**config.mk**
```make
export PLATFORM = sky130hd
export DESIGN_NAME = tm1638_disp_seq
export DESIGN_NICKNAME = d
export VERILOG_FILES = /design/src/rtl/tm1638_disp_seq.sv
export SDC_FILE = /design/constraint.sdc
export NUM_CORES = 1
export LEC_CHECK = 0
export CORE_UTILIZATION = 52
export DETAILED_ROUTE_END_ITERATION = 10
export GPL_ROUTABILITY_DRIVEN = 0
export PLACE_DENSITY = 0.78
export SLEW_MARGIN = 15
export SYNTH_ARGS = -nofsm -noshare
export SYNTH_HDL_FRONTEND = slang
export SYNTH_SLANG_ARGS = --single-unit
```
**constraint.sdc**
```tcl
create_clock -name clk -period 4 [get_ports clk]
set_input_delay 0.8 -clock clk [delete_from_list [all_inputs] [get_ports clk]]
set_output_delay 0.8 -clock clk [all_outputs]
set_load 0.005 [all_outputs]
```
**src/rtl/tm1638_disp_seq.sv**
```systemverilog
`default_nettype none
// ============================================================================
// Module   : tm1638_disp_seq
// Brief    : Bus-master sequencer that writes a hex value, LEDs and config
//            into a TM1638 register window and polls its button register.
// Revision : 1.0 - initial release
// ============================================================================
module tm1638_disp_seq #(
    parameter logic [11:0] BASE_ADDR   = 12'hff0,
    parameter logic [15:0] IDLE_ADDR   = 16'h0000,
    parameter int          POLL_CYCLES = 500000
) (
    input  logic        clk,
    input  logic        reset_n,
    input  logic        update,
    input  logic [31:0] value,
    input  logic [7:0]  dp,
    input  logic [7:0]  leds_in,
    input  logic        blank_lz,
    input  logic        disp_on,
    input  logic [2:0]  bright,
    output logic [15:0] bus_addr,
    output logic [7:0]  bus_dout,
    output logic        bus_wr,
    output logic        bus_rd,
    input  logic [7:0]  bus_din,
    output logic        busy,
    output logic        done,
    output logic [7:0]  buttons,
    output logic [7:0]  btn_press,
    output logic        btn_valid
);

    localparam int                 c_CNT_W   = (POLL_CYCLES > 1) ? $clog2(POLL_CYCLES) : 1;
    localparam logic [c_CNT_W-1:0] c_CNT_MAX = c_CNT_W'(POLL_CYCLES - 1);
    localparam logic [c_CNT_W-1:0] c_CNT_ONE = c_CNT_W'(1);

    typedef enum logic [2:0] {
        ST_IDLE   = 3'd0,
        ST_WR_DIG = 3'd1,
        ST_WR_LED = 3'd2,
        ST_WR_CFG = 3'd3,
        ST_RD_BTN = 3'd4,
        ST_FIN    = 3'd5
    } state_t;

    state_t             r_state;
    logic [2:0]         r_idx;
    logic               r_is_upd;
    logic               r_upd_pend;
    logic               r_poll_pend;
    logic [c_CNT_W-1:0] r_poll_cnt;
    logic [31:0]        r_value;
    logic [7:0]         r_dp;
    logic [7:0]         r_leds;
    logic               r_blank;
    logic               r_disp_on;
    logic [2:0]         r_bright;

    function automatic logic [6:0] seg_of(input logic [3:0] nib);
        logic [6:0] s;
        case (nib)
            4'h0: s = 7'h3F;
            4'h1: s = 7'h06;
            4'h2: s = 7'h5B;
            4'h3: s = 7'h4F;
            4'h4: s = 7'h66;
            4'h5: s = 7'h6D;
            4'h6: s = 7'h7D;
            4'h7: s = 7'h07;
            4'h8: s = 7'h7F;
            4'h9: s = 7'h6F;
            4'hA: s = 7'h77;
            4'hB: s = 7'h7C;
            4'hC: s = 7'h39;
            4'hD: s = 7'h5E;
            4'hE: s = 7'h79;
            default: s = 7'h71;
        endcase
        return s;
    endfunction

    // Shifting the digit's nibble to the bottom leaves exactly it and the
    // more-significant nibbles, so a zero result means "still a leading zero".
    function automatic logic [7:0] dig_byte(input logic [31:0] v, input logic [7:0] d,
                                            input logic bl, input logic [2:0] idx);
        logic [4:0]  shamt;
        logic [31:0] upper;
        logic [6:0]  seg;
        shamt = {~idx, 2'b00};
        upper = v >> shamt;
        if (bl && (idx != 3'd7) && (upper == 32'd0))
            seg = 7'd0;
        else
            seg = seg_of(upper[3:0]);
        return {d[~idx], seg};
    endfunction

    always_ff @(posedge clk) begin
        if (!reset_n) begin
            r_state     <= ST_IDLE;
            r_idx       <= 3'd0;
            r_is_upd    <= 1'b0;
            r_upd_pend  <= 1'b0;
            r_poll_pend <= 1'b0;
            r_poll_cnt  <= '0;
            r_value     <= 32'd0;
            r_dp        <= 8'd0;
            r_leds      <= 8'd0;
            r_blank     <= 1'b0;
            r_disp_on   <= 1'b0;
            r_bright    <= 3'd0;
            bus_addr    <= IDLE_ADDR;
            bus_dout    <= 8'd0;
            bus_wr      <= 1'b0;
            bus_rd      <= 1'b0;
            busy        <= 1'b0;
            done        <= 1'b0;
            buttons     <= 8'd0;
            btn_press   <= 8'd0;
            btn_valid   <= 1'b0;
        end else begin
            if (r_poll_cnt == c_CNT_MAX)
                r_poll_cnt <= '0;
            else
                r_poll_cnt <= r_poll_cnt + c_CNT_ONE;

            done      <= 1'b0;
            btn_valid <= 1'b0;
            btn_press <= 8'd0;

            case (r_state)
                ST_IDLE: begin
                    if (update || r_upd_pend) begin
                        r_value    <= value;
                        r_dp       <= dp;
                        r_leds     <= leds_in;
                        r_blank    <= blank_lz;
                        r_disp_on  <= disp_on;
                        r_bright   <= bright;
                        r_upd_pend <= 1'b0;
                        r_is_upd   <= 1'b1;
                        r_idx      <= 3'd0;
                        r_state    <= ST_WR_DIG;
                        busy       <= 1'b1;
                        bus_wr     <= 1'b1;
                        bus_addr   <= {BASE_ADDR, 4'h0};
                        bus_dout   <= dig_byte(value, dp, blank_lz, 3'd0);
                    end else if (r_poll_pend) begin
                        r_is_upd <= 1'b0;
                        r_state  <= ST_RD_BTN;
                        busy     <= 1'b1;
                        bus_rd   <= 1'b1;
                        bus_addr <= {BASE_ADDR, 4'h9};
                    end
                end
                ST_WR_DIG: begin
                    if (r_idx == 3'd7) begin
                        r_state  <= ST_WR_LED;
                        bus_addr <= {BASE_ADDR, 4'h8};
                        bus_dout <= r_leds;
                    end else begin
                        r_idx    <= r_idx + 3'd1;
                        bus_addr <= {BASE_ADDR, 1'b0, r_idx + 3'd1};
                        bus_dout <= dig_byte(r_value, r_dp, r_blank, r_idx + 3'd1);
                    end
                end
                ST_WR_LED: begin
                    r_state  <= ST_WR_CFG;
                    bus_addr <= {BASE_ADDR, 4'hF};
                    bus_dout <= {4'b0000, r_disp_on, r_bright};
                end
                ST_WR_CFG: begin
                    r_state  <= ST_RD_BTN;
                    bus_wr   <= 1'b0;
                    bus_rd   <= 1'b1;
                    bus_dout <= 8'd0;
                    bus_addr <= {BASE_ADDR, 4'h9};
                end
                ST_RD_BTN: begin
                    r_state   <= ST_FIN;
                    bus_rd    <= 1'b0;
                    bus_addr  <= IDLE_ADDR;
                    buttons   <= bus_din;
                    btn_press <= bus_din & ~buttons;
                    btn_valid <= 1'b1;
                    done      <= r_is_upd;
                end
                ST_FIN: begin
                    r_state <= ST_IDLE;
                    busy    <= 1'b0;
                end
                default: r_state <= ST_IDLE;
            endcase

            if ((r_state != ST_IDLE) && update)
                r_upd_pend <= 1'b1;

            // A wrap landing on FIN happened after the read, so it survives.
            if (r_poll_cnt == c_CNT_MAX)
                r_poll_pend <= 1'b1;
            else if (r_state == ST_FIN)
                r_poll_pend <= 1'b0;
        end
    end

endmodule
`default_nettype wire

```
==> flow_summary.toml <==
[worst_setup_path]
crit_fanout = 22
rrSetupSlack_ps = 630
required_ps = 4400
start_kind = "register"
r2r_start = "r_idx[0]"
reg2reg_to = "bus_dout[3]"
critPathKind = "register to register"
endpoint_kind = "register"
rr_worst_depth = 10
crit_arrival_ps = 3770

[drt]
topRoutingLayerUsed = "met4"
wire_per_inst_um = 15.1
drc = 0
drt_wl_total_um = 13600
dr_wl_met2_um = 6900
drtIter0Drc = 307
viasPerCell = 5.68
met1Wirelength_um = 5370
first_pass_iters = 6
routed-wl-met3_um = 860
antenna_left = 0
vias = 5138

[cells_and_area]
layout_commonest_cell = "nand2_1"
final_cell_mix = "nand2_1 (159), dfxtp_1 (115), clkdlybuf4s50_1 (104)"
drive_gt1_share_pct = 8.46
syn_to_final_growth_pct = 29.3
fin_nets = 833
finalNonFillerCells = 904
antenna_cells = 0

[global_routing]
antenna_found_initial = 0
grt_pass1_wl_um = 22500
grt_pass1_vias = 4933
grt_use_total_pct = 25.7
grt_max_degree = 52
grt_overflow = 0

[yosys]
synth_largest_area_cell = "dfxtp_1"
synth_area_per_cell_sq_um = 8.25
ys_top_cells_by_area = "dfxtp_1 (42%), nand2_1 (11%), a21oi_1 (8.6%), mux4_2 (3.3%), ha_1 (3.2%)"
synth_area_sq_um = 5540
yosys_warnings = 0
seq_area_frac_synth_pct = 41.6
yosysUniqueCellTypes = 64
synth_edf_count = 0
synthCells = 671
synthFlopType = "dfxtp_1"
synth_seq_cells = 115
synthArstFlopShare_pct = 0
synth_top_area_share_pct = 41.6

[power]
ir_drop_mv = 0.391
p_leak_nw = 2.73
p_seq_share_pct = 39.5
p_comb_share_pct = 14.9
p_total_w = 0.00320
p_per_area_nw_per_um2 = 447
p_int_w = 0.00238
p_clk_share_pct = 45.6
switching_power_w = 0.000822
sw_frac_of_total_pct = 25.7

[timing]
rsz0062_at_grt = "no"
fin_crit_sh_pct = 84.4
setup_viol = 0
tightest_slew_ps = 882
skew_ps = 8.37
hold_viol = 0
fin_crit_ps = 3370
fmax_mhz = 296
finalMaxSlewViolations = 0
setup_slack_ps = 626
hold_ws_ps = 440
relSlewSlack_pct = 41.1
tns_ps = 0

[placed_design]
hpwl_um = 9750
io_buffers = 104
dpl.cell_count = 872
dp_slack_ps = 666

[clocking]
clkLatencyLatePin_ps = 530
cts_setup_buffers = 0
holdBufCountCts = 0
clock_path_buffers = 2
cts_made_buffers = 17
clock-root-buffer = "clkbuf_8"
h-tree-depth = 4
cts_sinks = 115
ctsResizeCount = 0
cts_tree = "yes"
cts.clk_slew.worst_paths_ps = 60

[job]
drv_cap = 0

[floorplan]
rows = 37
io_pins = 109
fp.dieH_um = 105
coreArea_sq_um = 10300
start_util_pct = 53.7
die_area_sq_um = 11100
die_w_um = 105

[hold_path]
hold_path.class = "register to register"
hold-path-endpoint = "btn_press[7]"
hp-start = "buttons[7]"
min_path_cells = 1

[outcome]
status = "finished clean"
cells in the mapped netlist (3+ instances only):
| master | n |
|---|---|
| nand2b_1 | 4 |
| mux2i_1 | 12 |
| buf_4 | 12 |
| dfxtp_1 | 115 |
| or2_1 | 4 |
| xnor2_1 | 7 |
| nor3b_1 | 8 |
| a31oi_1 | 4 |
| buf_2 | 5 |
| o211ai_1 | 4 |
| a21o_1 | 3 |
| clkbuf_1 | 28 |
| inv_1 | 10 |
| nor2_1 | 46 |
| mux4_1 | 3 |
| nor4b_1 | 3 |
| nor3_1 | 7 |
| nor4_1 | 11 |
| inv_2 | 6 |
| and3_1 | 5 |
| nand4_1 | 5 |
| a21oi_1 | 95 |
| nand3_1 | 9 |
| buf_1 | 3 |
| o21ai_1 | 7 |
| a22oi_1 | 5 |
| xor2_1 | 10 |
| nand2_1 | 159 |
| mux4_2 | 8 |
| o22ai_1 | 3 |
| ha_1 | 14 |
| o21ai_0 | 9 |
| a211oi_1 | 5 |
| or3_1 | 3 |
| mux2_1 | 3 |
final cells by class:
class / count / area (sq um)
clock buffer: 20 / 455
clock inverter: 12 / 130
fill: 826 / 3160
inverter: 16 / 60.1
multi-input combinational: 494 / 2950
sequential: 115 / 2300
tap: 136 / 170
timing repair buffer: 111 / 1090
metrics by stage:
stage | utilization [%] | instance area [sq um]
final | 69.4 | 7160
after global routing | 69.4 | 7160
after CTS | 69.4 | 7160
after detailed placement | 63.7 | 6580
after global placement | 63.7 | 6580
after floorplan | - | 5550
sequential cells by signal, summed over array words and instances (netlist names):
register / count
r_value: 32
r_poll_cnt: 19
btn_press: 8
bus_dout: 8
buttons: 8
r_dp: 8
r_leds: 8
bus_addr: 5
r_bright: 3
r_idx: 3
r_state: 3
btn_valid: 1
bus_rd: 1
bus_wr: 1
busy: 1
done: 1
r_blank: 1
r_disp_on: 1
r_is_upd: 1
r_poll_pend: 1
r_upd_pend: 1
worst max-delay path: stages (launching register included):
cell and delay (ps):
dfxtp_1 340, inv_2 100, ha_1 830, mux4_2 630
mux2i_4 270, ha_1 240, nand3_1 90, a211o_1 290
o21a_4 230, o221ai_2 150, a21oi_1 80
metal layers:
| layer | track usage, % | vias to the layer above |
|---|---|---|
| li1 | - | 2481 |
| met1 | 28.4 | 2393 |
| met2 | 44.9 | 211 |
| met3 | 6.93 | 53 |
| met4 | 13.8 | 0 |
| met5 | 0 | - |
worst max path at each step:
stage	startpoint	to	slack [ps]
6_report	r_idx[0]	bus_dout[3]	630
5_1_grt	r_idx[0]	bus_dout[3]	450
4_1_cts	r_idx[0]	bus_dout[3]	640
3_5_place_dp	r_idx[0]	bus_dout[0]	670
3_3_place_gp	r_idx[0]	bus_dout[1]	790
2_1_floorplan	r_idx[0]	bus_dout[0]	1130
cell families after synthesis:
group / count (synthesis) / synth area share [%]
AOI/OAI and AO/OA: 153 / 16.3
xor gates and xnor gates: 17 / 2.69
adders and majority gates: 14 / 3.16
buffers and inverters: 65 / 5.47
DFF: 115 / 41.6
muxes: 29 / 8.27
other: 1 / 0.0677
and+or+nand+nor: 277 / 22.5
power by group through the flow:
stage | combinational (W) | clock, W | sequential (W)
6_report | 0.000477 | 0.00146 | 0.00126
5_1_grt | 0.000523 | 0.00153 | 0.00127
4_1_cts | 0.000476 | 0.00147 | 0.00126
3_5_place_dp | 0.000470 | 0 | 0.00128
3_3_place_gp | 0.000456 | 0 | 0.00128
2_1_floorplan | 0.000311 | 0 | 0.00126
Power figures use the tool's default switching activity.
